`config.mk`:
```
export PLATFORM = sky130hd
export DESIGN_NAME = div_ctrl
export DESIGN_NICKNAME = d
export VERILOG_FILES = /design/src/rtl/div_ctrl_pkg.sv /design/src/rtl/div_ctrl.sv
export SDC_FILE = /design/constraint.sdc
export NUM_CORES = 1
export LEC_CHECK = 0
export ABC_AREA = 0
export CORE_MARGIN = 5
export CORE_UTILIZATION = 35
export CTS_BUF_LIST = sky130_fd_sc_hd__clkbuf_2 sky130_fd_sc_hd__clkbuf_4 sky130_fd_sc_hd__clkbuf_8
export CTS_CLUSTER_SIZE = 12
export DETAILED_ROUTE_END_ITERATION = 6
export PLACE_DENSITY = 0.78
export SLEW_MARGIN = 20
export SYNTH_ARGS = -nofsm -noshare
export SYNTH_HDL_FRONTEND = slang
export SYNTH_SLANG_ARGS = --single-unit
```
`constraint.sdc`:
```
create_clock -name clk -period 3.9 [get_ports clk]
set_clock_uncertainty 0.05 [all_clocks]
set_input_delay 0.39 -clock clk [delete_from_list [all_inputs] [get_ports clk]]
set_output_delay 0.39 -clock clk [all_outputs]
set_load 0.02 [all_outputs]
```
`src/rtl/div_ctrl_pkg.sv`:
```
// Shared CPU definitions used by the divide controller: ALU control codes
// for the two divide flavours, the controller state type and a decode helper.
package div_ctrl_pkg;

    localparam int OP_W   = 6;
    localparam int DATA_W = 32;

    // ALU control codes that route an EX instruction to the iterative divider.
    localparam logic [OP_W-1:0] DIV_CONTROL  = 6'b011010;
    localparam logic [OP_W-1:0] DIVU_CONTROL = 6'b011011;

    // Divide controller states.
    typedef enum logic [1:0] {
        ST_IDLE  = 2'd0,
        ST_BUSY  = 2'd1,
        ST_DONE  = 2'd2,
        ST_ABORT = 2'd3
    } div_state_e;

    // True when the ALU control code selects either divide.
    function automatic logic is_div_op(input logic [OP_W-1:0] op);
        return (op == DIV_CONTROL) || (op == DIVU_CONTROL);
    endfunction

endpackage

```
`src/rtl/div_ctrl.sv`:
```
// Divide controller: sits between the EX stage and the 32-clock divider.
// It launches a divide, stalls EX while the divider works, hands the
// remainder/quotient back on hi_o/lo_o, and annuls the divider on a flush.
// Divide-by-zero never reaches the divider; it completes at once with zeros.
module div_ctrl
    import div_ctrl_pkg::*;
(
    input  logic                clk,
    input  logic                rst_n,

    // EX stage
    input  logic [OP_W-1:0]     ex_op_i,
    input  logic [DATA_W-1:0]   ex_opdata1_i,
    input  logic [DATA_W-1:0]   ex_opdata2_i,
    input  logic                flush_i,
    input  logic                ex_hold_i,

    // Divider request side
    output logic [OP_W-1:0]     div_op_o,
    output logic [DATA_W-1:0]   div_opdata1_o,
    output logic [DATA_W-1:0]   div_opdata2_o,
    output logic                div_start_o,
    output logic                div_annul_o,

    // Divider response side
    input  logic [2*DATA_W-1:0] div_result_i,
    input  logic                div_ready_i,

    // Back to EX
    output logic                stall_req_o,
    output logic                result_valid_o,
    output logic [DATA_W-1:0]   hi_o,
    output logic [DATA_W-1:0]   lo_o
);

    div_state_e          state_reg;
    div_state_e          state_next;

    logic [OP_W-1:0]     div_op_reg;
    logic [OP_W-1:0]     div_op_next;
    logic [DATA_W-1:0]   opdata1_reg;
    logic [DATA_W-1:0]   opdata1_next;
    logic [DATA_W-1:0]   opdata2_reg;
    logic [DATA_W-1:0]   opdata2_next;
    logic                start_reg;
    logic                start_next;
    logic                annul_reg;
    logic                annul_next;
    logic [DATA_W-1:0]   hi_reg;
    logic [DATA_W-1:0]   hi_next;
    logic [DATA_W-1:0]   lo_reg;
    logic [DATA_W-1:0]   lo_next;
    logic                valid_reg;
    logic                valid_next;

    logic                is_div;
    logic                issue_req;
    logic                divisor_zero;

    // Decode of the instruction currently in EX. A flushed instruction is
    // dead, so it neither issues nor stalls.
    assign is_div       = is_div_op(ex_op_i);
    assign issue_req    = is_div && !flush_i;
    assign divisor_zero = (ex_opdata2_i == '0);

    // State and registered outputs; everything clears on reset, which also
    // silently abandons an in-flight divide (the divider shares the reset).
    always_ff @(posedge clk or negedge rst_n) begin
        if (!rst_n) begin
            state_reg   <= ST_IDLE;
            div_op_reg  <= '0;
            opdata1_reg <= '0;
            opdata2_reg <= '0;
            start_reg   <= 1'b0;
            annul_reg   <= 1'b0;
            hi_reg      <= '0;
            lo_reg      <= '0;
            valid_reg   <= 1'b0;
        end else begin
            state_reg   <= state_next;
            div_op_reg  <= div_op_next;
            opdata1_reg <= opdata1_next;
            opdata2_reg <= opdata2_next;
            start_reg   <= start_next;
            annul_reg   <= annul_next;
            hi_reg      <= hi_next;
            lo_reg      <= lo_next;
            valid_reg   <= valid_next;
        end
    end

    // Next-state and next-output logic; every register holds by default.
    always_comb begin
        state_next   = state_reg;
        div_op_next  = div_op_reg;
        opdata1_next = opdata1_reg;
        opdata2_next = opdata2_reg;
        start_next   = start_reg;
        annul_next   = annul_reg;
        hi_next      = hi_reg;
        lo_next      = lo_reg;
        valid_next   = valid_reg;

        unique case (state_reg)
            ST_IDLE: begin
                // The only state that accepts work, which guarantees a
                // low cycle on div_start_o between back-to-back divides.
                start_next = 1'b0;
                annul_next = 1'b0;
                valid_next = 1'b0;
                if (issue_req) begin
                    if (!divisor_zero) begin
                        // Op passes through untouched; the divider owns
                        // the signed/unsigned distinction.
                        div_op_next  = ex_op_i;
                        opdata1_next = ex_opdata1_i;
                        opdata2_next = ex_opdata2_i;
                        start_next   = 1'b1;
                        state_next   = ST_BUSY;
                    end else begin
                        // Divide by zero: defined result of zero, no divider.
                        hi_next    = '0;
                        lo_next    = '0;
                        valid_next = 1'b1;
                        state_next = ST_DONE;
                    end
                end
            end

            ST_BUSY: begin
                // Operands and start stay frozen until the divider answers;
                // no latency is assumed. Flush beats a same-cycle ready.
                if (flush_i) begin
                    start_next = 1'b0;
                    annul_next = 1'b1;
                    state_next = ST_ABORT;
                end else if (div_ready_i) begin
                    hi_next    = div_result_i[2*DATA_W-1:DATA_W];
                    lo_next    = div_result_i[DATA_W-1:0];
                    start_next = 1'b0;
                    valid_next = 1'b1;
                    state_next = ST_DONE;
                end
            end

            ST_DONE: begin
                // Result is presented until EX moves on or is flushed.
                if (!ex_hold_i || flush_i) begin
                    valid_next = 1'b0;
                    state_next = ST_IDLE;
                end
            end

            ST_ABORT: begin
                // Single-cycle annul pulse; never issues from here.
                annul_next = 1'b0;
                state_next = ST_IDLE;
            end

            default: begin
                state_next = ST_IDLE;
            end
        endcase
    end

    // EX stall: a live divide waiting to issue, or one in the divider.
    assign stall_req_o = ((state_reg == ST_IDLE) && issue_req) ||
                         (state_reg == ST_BUSY);

    assign div_op_o       = div_op_reg;
    assign div_opdata1_o  = opdata1_reg;
    assign div_opdata2_o  = opdata2_reg;
    assign div_start_o    = start_reg;
    assign div_annul_o    = annul_reg;
    assign hi_o           = hi_reg;
    assign lo_o           = lo_reg;
    assign result_valid_o = valid_reg;

endmodule

```
==> impl_metrics.env, run 1 <==
export IMPL_clock_h_tree_levels=4
export IMPL_ioPinCount=277
export IMPL_fin_setup_tns_ns=0
export IMPL_max_slew_worst_pin_slew_ns=0.953
export IMPL_seqCellArea_um2=3480
export IMPL_yosysTopAreaCellShare_pct=61.3
export IMPL_mean_syn_cell_area_um2=11.6
export IMPL_die_area_um2=18800
export IMPL_yosysMostFrequentCell="dfrtp_1"
export IMPL_clockRootBuffer="clkbuf_8"
export IMPL_setup_viol_count_final=0
export IMPL_cts_hold_buffers_added=0
export IMPL_detail_route_antenna_nets=0
export IMPL_fill_cells=1394
export IMPL_grt_pass1_wl_um=25500
export IMPL_drt_iter0_drc=231
export IMPL_layout_drive_gt1_share_pct=14.8
export IMPL_ctsLongestPathBuffers=2
export IMPL_worstSkewPairLatency_ns=0.43
export IMPL_maximum_number_of_pins_on_one_net_before_global_route_repair=102
export IMPL_min_period_ns=2.78
export IMPL_cts_setup_buffers=0
export IMPL_port_buffers=276
export IMPL_failed_checks="hold timing"
export IMPL_timing_critical_path_slowest_cell_delay_ns=0.64
export IMPL_synth_largest_area_cell="dfrtp_1"
export IMPL_criticalPathCategory="reg -> out"
export IMPL_die_width_um=137
export IMPL_power_ir_vdd_worst_uv=442
export IMPL_synth_seq_area_share_pct=61.3
export IMPL_cts_repair_resized_insts=0
export IMPL_static_leakage_power_nw=3.80
export IMPL_worst_r2r_cell_count=7
export IMPL_syn_inst=488
export IMPL_synth_top_cells_by_area="dfrtp_1 (61%), mux2_2 (13%), o21ai_0 (6.1%), o21ai_1 (5.3%), nand2_1 (4.3%)"
export IMPL_fp_dieH_um=137
export IMPL_grt_overflow=0
export IMPL_fin_worst_hold_slack_ns=-0.0216
export IMPL_post_layout_total_power_w=0.00623
export IMPL_num_vias=4725
export IMPL_timing_max_cap_violations=0
export IMPL_max_freq_ghz=0.360
export IMPL_setup_worst_path_start_class="register"
export IMPL_finalHoldViolations=8
export IMPL_count_of_state_elements_after_synthesis=139
export IMPL_synth_main_ff_cell="dfrtp_1"
export IMPL_num_rows=46
export IMPL_worst_slew_margin_rel_pct=36.5
export IMPL_timing_critical_path_fanout_max=33
export IMPL_insertedDiodeCount=0
export IMPL_yosysWarningCount=0
export IMPL_synth_edf_count=0
export IMPL_dr_pass1_iters=4
export IMPL_detail_route_vias_per_cell=4.81
export IMPL_outcome="finished with violations"
export IMPL_tritoncts_clock_tree="done"
export IMPL_reg2reg_setup_slack_ns=1.25
export IMPL_track_usage_pct=17.5
export IMPL_r2r_end="hi_o[31]$_DFFE_PN0P_"
export IMPL_grt_setup_unrepaired="false"
export IMPL_period_share_pct=71.2
export IMPL_cts_buffers_inserted=17
export IMPL_pwr_density_cell_nw_per_um2=698
export IMPL_syn_nets=632
export IMPL_floorplan_core_area_um2=15900
export IMPL_worst_endpoint_arrival_ns=2.34
export IMPL_cts_clk_slew_worst_paths_ns=0.08
export IMPL_multi_input_area_um2=1990
export IMPL_endpoint_kind="primary output"
export IMPL_post_synth_instance_area_um2=5670
export IMPL_rr_startpoint="state_reg[1]$_DFFE_PN0P_"
export IMPL_drc_errors=0
export IMPL_gp_congestion=0.810
export IMPL_vias_in_the_first_global_route=4814
export IMPL_timing_final_max_slew_violations=0
export IMPL_finalNetCount=898
export IMPL_hold_class="in -> async"
export IMPL_required_ns=3.46
export IMPL_clock_sinks=139
export IMPL_antenna_violations_before_repair=0
export IMPL_synth_distinct_cells=29
export IMPL_worst_path_max_delay_cell="clkdlybuf4s50_1"
export IMPL_synth_cell_count_leaders="dfrtp_1 (139), o21ai_0 (69), mux2_2 (67)"
export IMPL_post_dp_hpwl_um=12000
export IMPL_routed_wl_um=16900
export IMPL_critical_path_cell_chain="inv_1, ha_2, a21o_1, clkdlybuf4s50_1"
export IMPL_async_flop_share_pct=100
export IMPL_flow_area_growth_from_synthesis_pct=57.4
export IMPL_wire_per_inst_um=17.2
export IMPL_initial_core_util_pct=35.7
## final cells by class
type                            instances  share of cell area [%]
Sequential cell                       139                    39.0
Timing Repair Buffer                  284                    31.6
Clock inverter                         12                    1.04
Tap cell                              216                    3.03
Multi-Input combinational cell        309                    22.3
Clock buffer                           19                    2.86
Inverter                                3                   0.126
## kinds of logic (layout without fill, tap and decap cells)
group	Yosys count	in the layout	share of synthesized area, %
AO/OA/AOI/OAI	143	143	13.0
flip-flops	139	139	61.3
AND/OR/NAND/NOR	93	93	7.28
multiplexers	68	68	13.5
buffers and inverters	40	318	3.77
adder cells (fa/ha/maj)	5	5	1.10
## cells in the final DEF, fill, tap and decap left out, drive strengths merged
cell type / n
a211o: 1
a21boi: 1
a21o: 1
a21oi: 8
a22o: 1
and2: 2
buf: 9
clkbuf: 19
clkdlybuf4s50: 275
clkinv: 1
clkinvlp: 7
dfrtp: 139
ha: 5
inv: 7
mux2: 67
mux2i: 1
nand2: 65
nand2b: 4
nand4: 2
nand4b: 1
nor2: 5
nor3: 2
nor3b: 1
nor4: 9
o211ai: 1
o21a: 1
o21ai: 129
or2: 1
or3: 1
## worst max-delay path by stage
stage	endpoint	cells past startpoint	start
floorplan	stall_req_o	6	state_reg[1]$_DFFE_PN0P_
finish	stall_req_o	4	state_reg[1]$_DFFE_PN0P_
global placement	div_opdata1_o[30]$_DFFE_PN0P_	6	ex_opdata2_i[0]
CTS	stall_req_o	4	state_reg[1]$_DFFE_PN0P_
global route	lo_o[0]$_DFFE_PN0P_	7	state_reg[1]$_DFFE_PN0P_
detailed placement	div_opdata1_o[25]$_DFFE_PN0P_	6	ex_opdata2_i[0]
## metal layers
layer  GRT usage [%]  up-vias  wire [µm]
met5               0        -          0
met3            5.77       31       1510
li1                -     2224          -
met1            20.7     2279       6510
met2            29.0      191       8350
met4            7.59        0        504
## stage by stage
step	setup slack, ns	hold slack (ns)	cell area [µm²]	utilization (%)	cells
3_5_place_dp	1.01	0.401	8580	54.0	951
2_1_floorplan	1.92	0.0444	5670	-	488
5_1_grt	0.939	0.0794	8920	56.2	982
6_report	1.12	-0.0216	8920	56.2	982
4_1_cts	1.06	0.0365	8920	56.2	982
3_3_place_gp	1.08	0.398	8580	54.0	951
## power breakdown
group / switching (W) / internal [W] / total, W / leakage (nW)
clock network: 0.000580 / 0.000465 / 0.00104 / 0.157
registers: 0.000232 / 0.00192 / 0.00215 / 1.87
logic: 0.00172 / 0.00132 / 0.00304 / 1.78
## worst max-delay path: cells and delay by family, from the launching register on
kind,cells,cell delay (ns)
DFF,1,0.42
buffers and inverters,2,0.76
adders and majority gates,1,0.59
AOI/OAI and AO/OA,1,0.14
Power figures use the tool's default switching activity.
==> inputs of run 2 (changes only) <==
clock period = 2.8 ns   (was 3.9 ns; I/O delays follow)
==> impl_metrics.env, run 2 (synthesis results as in run 1) <==
export IMPL_setup_worst_path_start_class="register"
export IMPL_gp_congestion=0.791
export IMPL_initial_core_util_pct=35.7
export IMPL_reg2reg_setup_slack_ns=0.60
export IMPL_cts_repair_resized_insts=0
export IMPL_drc_errors=0
export IMPL_num_rows=46
export IMPL_track_usage_pct=17.8
export IMPL_critical_path_origin="state_reg[0]$_DFFE_PN0P_"
export IMPL_criticalPathCategory="reg -> out"
export IMPL_drt_iter0_drc=218
export IMPL_routed_wl_um=17000
export IMPL_port_buffers=276
export IMPL_ioPinCount=277
export IMPL_fin_worst_hold_slack_ns=0.306
export IMPL_finalHoldViolations=0
export IMPL_sw_frac_of_total_pct=40.4
export IMPL_grt_overflow=0
export IMPL_grt_pass1_wl_um=26100
export IMPL_pwr_density_cell_nw_per_um2=975
export IMPL_ctsLongestPathBuffers=2
export IMPL_cts_clk_slew_worst_paths_ns=0.08
export IMPL_tritoncts_clock_tree="done"
export IMPL_timing_max_cap_violations=0
export IMPL_insertedDiodeCount=0
export IMPL_clock_power_share_pct=16.6
export IMPL_detail_route_antenna_nets=0
export IMPL_dr_pass1_iters=4
export IMPL_power_report_internal_total_w=0.00523
export IMPL_sequentialPowerShare_pct=34.2
export IMPL_maximum_number_of_pins_on_one_net_before_global_route_repair=87
export IMPL_post_dp_hpwl_um=12200
export IMPL_period_share_pct=86.4
export IMPL_cts_hold_buffers_added=1
export IMPL_post_layout_total_power_w=0.00877
export IMPL_rr_startpoint="state_reg[0]$_DFFE_PN0P_"
export IMPL_worst_endpoint_arrival_ns=2.09
export IMPL_timing_final_max_slew_violations=0
export IMPL_vias_in_the_first_global_route=4868
export IMPL_detail_route_vias_per_cell=4.80
export IMPL_finalNetCount=902
export IMPL_layout_drive_gt1_share_pct=15.2
export IMPL_cts_buffers_inserted=17
export IMPL_static_leakage_power_nw=3.84
export IMPL_die_area_um2=18800
export IMPL_power_ir_vdd_worst_uv=555
export IMPL_flow_area_growth_from_synthesis_pct=58.6
export IMPL_clockRootBuffer="clkbuf_8"
export IMPL_antenna_violations_before_repair=0
export IMPL_max_freq_ghz=0.413
export IMPL_fp_dieH_um=137
export IMPL_setup_viol_count_final=0
export IMPL_wire_per_inst_um=17.2
export IMPL_endpoint_kind="primary output"
export IMPL_timing_critical_path_fanout_max=6
export IMPL_max_slew_worst_pin_slew_ns=0.734
export IMPL_required_ns=2.47
export IMPL_clock_h_tree_levels=4
export IMPL_layout_cells_most_common_list="clkdlybuf4s50_1 (275), dfrtp_1 (139), o21ai_0 (69)"
export IMPL_clock_sinks=139
export IMPL_num_vias=4737
export IMPL_min_period_ns=2.42
export IMPL_power_frac_comb_pct=49.2
export IMPL_power_net_switching_w=0.00354
export IMPL_hold_class="in -> async"
export IMPL_outcome="completed"
export IMPL_layout_commonest_cell="clkdlybuf4s50_1"
export IMPL_die_width_um=137
export IMPL_r2r_end="lo_o[31]$_DFFE_PN0P_"
export IMPL_grt_setup_unrepaired="false"
export IMPL_worst_r2r_cell_count=7
export IMPL_worst_slew_margin_rel_pct=51.1
export IMPL_cts_setup_buffers=0
export IMPL_fin_setup_tns_ns=0
export IMPL_worstSkewPairLatency_ns=0.43
export IMPL_floorplan_core_area_um2=15900
[run 2: how the worst max path moves through the flow]
stage,to,slack [ns]
after floorplan,hi_o[0]$_DFFE_PN0P_,0.89
after global placement,div_opdata1_o[30]$_DFFE_PN0P_,0.14
after detailed placement,lo_o[31]$_DFFE_PN0P_,0.1
after CTS,stall_req_o,0.35
after global routing,stall_req_o,0.29
final,stall_req_o,0.38
[run 2: power by group through the flow]
stage	Combinational, W	Sequential, W	Clock (W)
after CTS	0.00439	0.00300	0.00152
after detailed placement	0.00437	0.00304	0
after global placement	0.00431	0.00301	0
after floorplan	0.00153	0.00381	0
after global routing	0.00464	0.00309	0.00162
final	0.00431	0.00300	0.00146
[run 2: layer usage]
layer	vias up	wire length (µm)	GRT usage, %
met5	-	0	0
met4	0	501	7.82
met3	33	1440	5.77
met2	200	8400	29.3
met1	2267	6660	21.3
li1	2237	-	-
[run 2: cell type report]
cell class,count,area [µm²]
Inverter,3,11.3
Tap cell,216,270
Multi-Input combinational cell,309,1990
Clock inverter,13,95.1
Timing Repair Buffer,288,2890
Fill cell,1412,6890
Clock buffer,19,255
Sequential cell,139,3480
[run 2: worst max-delay path, stage by stage, from the launching register on]
cell,delay [ns]
dfrtp_1,0.42
inv_1,0.13
ha_1,0.33
a21o_1,0.15
clkdlybuf4s50_1,0.62
[run 2: through the flow]
stage | util, % | setup slack, ns | std cells | instance area, µm²
2_1_floorplan | - | 0.894 | 488 | 5670
3_3_place_gp | 54.4 | 0.145 | 954 | 8640
3_5_place_dp | 54.4 | 0.0962 | 954 | 8640
4_1_cts | 56.6 | 0.346 | 987 | 9000
5_1_grt | 56.6 | 0.286 | 987 | 9000
6_report | 56.6 | 0.380 | 987 | 9000
==> inputs of run 3 (changes only) <==
CTS_CLUSTER_SIZE = unset   (was 12)
==> results of run 3 <==
Final layout, timing and power as in run 2 (identical DEF).
